===== src/rtl/regfile_pkg.sv =====
// ============================================================================
// Module : rvcpu (package)
// Brief  : Shared register-index type and constants for the rvcpu core.
// Rev    : 1.0 - initial release
// ============================================================================
`default_nettype none

package rvcpu;

  typedef logic [4:0] reg_t;

  localparam int   NumRegs = 32;
  localparam reg_t RegZero = 5'd0;

endpackage

`default_nettype wire


===== src/rtl/regfile_read_port.sv =====
// ============================================================================
// Module : regfile_read_port
// Brief  : One combinational read port with index mux, x0/valid zero gating
//          and optional write forwarding (REGFILE_BYPASS_EN).
// Rev    : 1.0 - initial release
// ============================================================================
`default_nettype none

module regfile_read_port
  import rvcpu::*;
#(
  parameter int WIDTH    = 32,
  parameter int NUM_REGS = NumRegs
) (
  input  logic [NUM_REGS-1:0][WIDTH-1:0] i_regs,
  input  reg_t                           i_rs,
  input  logic                           i_rs_valid,
  input  logic                           i_reset,
  input  reg_t                           i_rw,
  input  logic                           i_rw_valid,
  input  logic [WIDTH-1:0]               i_wval,
  output logic [WIDTH-1:0]               o_rd
);

  logic w_zero;
  logic w_bypass;

  assign w_zero = !i_rs_valid || (i_rs == RegZero);

`ifdef REGFILE_BYPASS_EN
  // Forwarding is held off during reset so the read reflects stored state.
  assign w_bypass = i_rw_valid && !i_reset && (i_rw == i_rs);
`else
  logic w_unused_bypass;
  assign w_unused_bypass = &{1'b0, i_reset, i_rw, i_rw_valid};
  assign w_bypass        = 1'b0;
`endif

  always_comb begin
    o_rd = '0;
    if (!w_zero) begin
      o_rd = w_bypass ? i_wval : i_regs[i_rs];
    end
  end

endmodule

`default_nettype wire


===== src/rtl/regfile.sv =====
// ============================================================================
// Module : regfile
// Brief  : 32 x Width integer register file, two combinational read ports,
//          one write port, x0 hardwired to zero. Macro: REGFILE_BYPASS_EN.
// Rev    : 1.0 - initial release
// ============================================================================
`default_nettype none

module regfile
  import rvcpu::*;
#(
  parameter int WIDTH    = 32,
  parameter int NUM_REGS = NumRegs
) (
  input  logic             clk,
  input  logic             reset,
  input  reg_t             rs1,
  input  logic             rs1_valid,
  input  reg_t             rs2,
  input  logic             rs2_valid,
  input  reg_t             rw,
  input  logic             rw_valid,
  input  logic [WIDTH-1:0] wval,
  output logic [WIDTH-1:0] rd1,
  output logic [WIDTH-1:0] rd2
);

  logic [NUM_REGS-1:0][WIDTH-1:0] r_regs;

  // Reset wins over a same-cycle write; x0 is never written so it stays 0.
  always_ff @(posedge clk) begin
    if (reset) begin
      r_regs <= '0;
    end else if (rw_valid && (rw != RegZero)) begin
      r_regs[rw] <= wval;
    end
  end

  regfile_read_port #(
    .WIDTH    (WIDTH),
    .NUM_REGS (NUM_REGS)
  ) u_rd_port1 (
    .i_regs     (r_regs),
    .i_rs       (rs1),
    .i_rs_valid (rs1_valid),
    .i_reset    (reset),
    .i_rw       (rw),
    .i_rw_valid (rw_valid),
    .i_wval     (wval),
    .o_rd       (rd1)
  );

  regfile_read_port #(
    .WIDTH    (WIDTH),
    .NUM_REGS (NUM_REGS)
  ) u_rd_port2 (
    .i_regs     (r_regs),
    .i_rs       (rs2),
    .i_rs_valid (rs2_valid),
    .i_reset    (reset),
    .i_rw       (rw),
    .i_rw_valid (rw_valid),
    .i_wval     (wval),
    .o_rd       (rd2)
  );

endmodule

`default_nettype wire


===== config.mk =====
export PLATFORM = sky130hd
export DESIGN_NAME = regfile
export DESIGN_NICKNAME = d
export VERILOG_FILES = /design/src/rtl/regfile_pkg.sv /design/src/rtl/regfile_read_port.sv /design/src/rtl/regfile.sv
export SDC_FILE = /design/constraint.sdc
export NUM_CORES = 2
export LEC_CHECK = 0
export BUFFER_PORTS_ARGS = -buffer_cell sky130_fd_sc_hd__buf_2
export CAP_MARGIN = 20
export CORE_ASPECT_RATIO = 1.1
export CORE_MARGIN = 2
export CORE_UTILIZATION = 55
export CTS_CLUSTER_SIZE = 30
export DETAILED_ROUTE_END_ITERATION = 12
export PLACE_DENSITY = 0.74
export SLEW_MARGIN = 15
export SYNTH_ARGS = -nofsm -noshare
export SYNTH_HDL_FRONTEND = slang
export SYNTH_HIERARCHICAL = 1
export SYNTH_SLANG_ARGS = --single-unit

===== constraint.sdc =====
create_clock -name clk -period 5 [get_ports clk]
set_input_delay 1 -clock clk [delete_from_list [all_inputs] [get_ports clk]]
set_output_delay 1 -clock clk [all_outputs]
set_load 0.05 [all_outputs]

==> reports/qor.csv <==
stage,metric,value,unit
cells_and_area,register area,0.02050,mm^2
detailed_routing,DR vias,41728,
cells_and_area,registers with the highest flip-flop counts,r_regs: 1024 flops,
synthesis,Most used DFF post-synth,dfxtp_1,
sta,Post-Route Setup TNS,0,ns
clock_tree,clk slew on worst S/H paths,0.06,ns
cells_and_area,share of cells above drive strength 1,0.1509,
worst_setup_path,CP Max Fanout,47,
clock_tree,clock insertion delay at the later pin of the skew report,0.68,ns
grt,met3 Resource Use GR,0.05878,
grt,GRT met1 Usage,0.4335,
worst_setup_path,Crit Path Category,input port to primary output,
sta,Slew HR,0.1962,
power,Reg power frac,0.436,
grt,initial antenna violation count,2,
power,P_int,14.20,mW
detailed_routing,Routed WL per cell,28.08,um
cells_and_area,max FFs per register,1024,
detailed_routing,DRC,0,
sta,Final setup viols,0,
grt,GR peak layer,met2,
synthesis,Synthesis Warnings,6,
worst_setup_path,crit path launch type,input port,
die,Ports,116,
die,row cnt,123,
clock_tree,CTS tree,built,
job,maxcap violations,0,
clock_tree,htree depth,3,
place,Detail Placement HPWL,99.52,mm
sta,Final Hold Viols,0,
detailed_routing,routed wire length,179.4,mm
clock_tree,CTS Buf Count,111,
cells_and_area,fillcell total,8156,
sta,slew of the pin with the lowest slew margin,1.201,ns
synthesis,syn avg cell area,11.08,um^2
clock_tree,CTS resizes,0,
power,Cell Pwr Density,306.9,mW/mm^2
sta,fin crit share,0.9466,
synthesis,Syn Std Cell Area,0.05642,mm^2
grt,Overall Global Routing Usage,0.3344,
synthesis,"top cells by area, synth","dfxtp_1, mux2i_1, nand2b_1, mux4_2, mux4_1",
place,GPL Wtd Cong,0.8409,
clock_tree,post-CTS setup buffer count,0,
worst_setup_path,Critical Path Start,rs1[1],
die,Die X,309.4,um
worst_setup_path,crit path cell chain,buf_6 -> or3b_4 -> o221ai_1 -> a221oi_2 -> a211oi_1 -> buf_2,
synthesis,Seq cells post-synth,1024,
worst_setup_path,r2r startpoint,r_regs[177],
outcome,outcome,"finished, final reports clean",
power,Comb power frac,0.096,
grt,M2 GR Usage,0.5326,
grt,first-pass GRT wire length,265.8,mm
sta,Max Freq,211.3,MHz
clock_tree,CTS Hold Buffers Added,0,
cells_and_area,area delta synth->final,9.539,%
power,clock power share,0.468,
die,Initial Utilization,0.5529,
power,Design Power,18.97,mW
die,Die ar.,0.1052,mm^2
clock_tree,clk sinks,1024,
cells_and_area,multi-input logic area,0.03324,mm^2
place,# port buffers,115,
worst_setup_path,Buf/Inv on CP,2,
synthesis,post-synth top area cell,dfxtp_1,
power,Max rail drop VDD,326.0,uV
grt,grt ovf,0,
worst_hold_path,hold wc startpoint,r_regs[864],
synthesis,top-area cell type share of the netlist area,0.3634,
detailed_routing,Initial DRC Count,4289,
worst_setup_path,Crit-path slowest cell,or3b_4,
worst_setup_path,Setup crit end kind,primary output,
die,Core Area,0.1020,mm^2
worst_setup_path,Worst Path Required,4.00,ns
sta,Setup Skew,0,ns
synthesis,"count leader, synth",mux2i_1,
worst_setup_path,max incr delay on CP,0.83,ns
sta,min Tclk post-route,4.733,ns
detailed_routing,drt pass-1 iters,5,
grt,pin count of the biggest net entering global routing,121,
sta,RSZ-0062 raised after global routing,no,
worst_hold_path,Worst Hold Class,flip-flop to flip-flop,
synthesis,Mapped Cells,5092,
detailed_routing,Avg Vias per Cell,6.533,
grt,vias in the first global route,41522,
clock_tree,Clock Tree Buf Depth,3,
synthesis,syn nets,5144,
sta,Slew Limit Fails,0,
synthesis,Post-synth EDFFs,0,
power,LEAKAGE,29.41,nW
clock_tree,clk root buf,clkbuf_16,
power,Sw Ratio,0.2513,
cells_and_area,most flop-heavy register,r_regs,
synthesis,"Async S/R FF share, synth",0,
worst_setup_path,"delay-heaviest family, CP",compound AO/OA/AOI/OAI gates,
die,die height,339.9,um
power,switching power,4.766,mW
synthesis,"Seq/Total Area, Yosys",0.3634,
synthesis,synth cell count leaders,"mux2i_1, dfxtp_1, nand2b_1",
detailed_routing,post-route ant nets,0,
worst_setup_path,Critical Path AT,3.73,ns
synthesis,library cells used by synthesis,33,
cells_and_area,layout net count,4973,
power groups by stage:
stage / logic (mW) / clock network [mW] / registers (mW)
finish: 1.83 / 8.88 / 8.26
global route: 1.87 / 9.27 / 8.26
CTS: 1.78 / 8.94 / 8.26
detailed placement: 1.77 / 0 / 8.44
global placement: 1.76 / 0 / 8.44
floorplan: 1.20 / 0 / 8.43
cell usage in the layout, fill, tap and decap left out, drive strengths merged:
cell type / Yosys / final
dfxtp: 1024 / 1024
a211oi: 64 / 64
nor2: 5 / 5
mux2i: 1504 / 1504
nand4: 64 / 64
and2: 4 / 4
nand2: 160 / 160
a221oi: 64 / 64
nand2b: 1024 / 1024
or3b: 4 / 4
inv: 2 / 3
bufinv: 0 / 17
buf: 240 / 259
mux4: 256 / 256
nor2b: 40 / 40
or3: 2 / 2
o221ai: 128 / 128
and4bb: 3 / 3
diode: 0 / 2
clkinv: 0 / 31
clkinvlp: 0 / 6
and4b: 3 / 3
clkbuf: 303 / 147
mux2: 64 / 64
and4: 1 / 1
nor4b: 1 / 1
a21oi: 64 / 64
nand3b: 2 / 2
o21ai: 2 / 2
a22oi: 64 / 64
worst min-delay path, stage by stage, from the launching register on:
cell,delay (ns)
dfxtp_1,0.31
nand2b_1,0.06
mux2i_1,0.06
stage by stage:
step                        util  cells  setup WS (ns)  hold slack (ns)  area, um^2
after floorplan                -   5092         0.7242           0.4509       56420
after global placement    0.5659   6176         0.3918           0.4646       57740
after global routing      0.6056   6386         0.3161           0.4965       61800
after CTS                 0.6048   6381         0.3349           0.4814       61710
final                     0.6057   6387         0.2668           0.4819       61800
after detailed placement  0.5663   6179         0.3604           0.4716       57780
cells by family after synthesis:
logic type	count (synthesis)	synth area share
AO/OA/AOI/OAI	386	0.05536
buffers and inverters	545	0.05256
flip-flops	1024	0.3634
multiplexers	1824	0.3882
AND/OR/NAND/NOR	1313	0.1405
path summary, 6_finish.rpt:
check / end / slack (ns) / depth (start not counted)
worst max-delay path: rd1[14] / 0.27 / 6
worst min-delay path: r_regs[864] / 0.48 / 2
worst max register to register: r_regs[177] / 4.27 / 2
worst min register to register: r_regs[864] / 0.48 / 2
routing by layer:
layer,part of all wire,vias up
met5,0,-
met4,0.058,0
met3,0.083,555
met2,0.46,2075
met1,0.40,20953
li1,-,18145
cell type report:
| type | instances | share of cell area |
|---|---|---|
| clock buffer | 147 | 0.05139 |
| sequential | 1024 | 0.3317 |
| inverter | 2 | 0.0001215 |
| timing repair buffer | 259 | 0.03891 |
| tap | 1375 | 0.02784 |
| multi-input combinational | 3523 | 0.5379 |
| clock inverter | 55 | 0.01207 |
| antenna | 2 | 0.00008099 |
No activity file was read; power rests on OpenSTA's default activity.
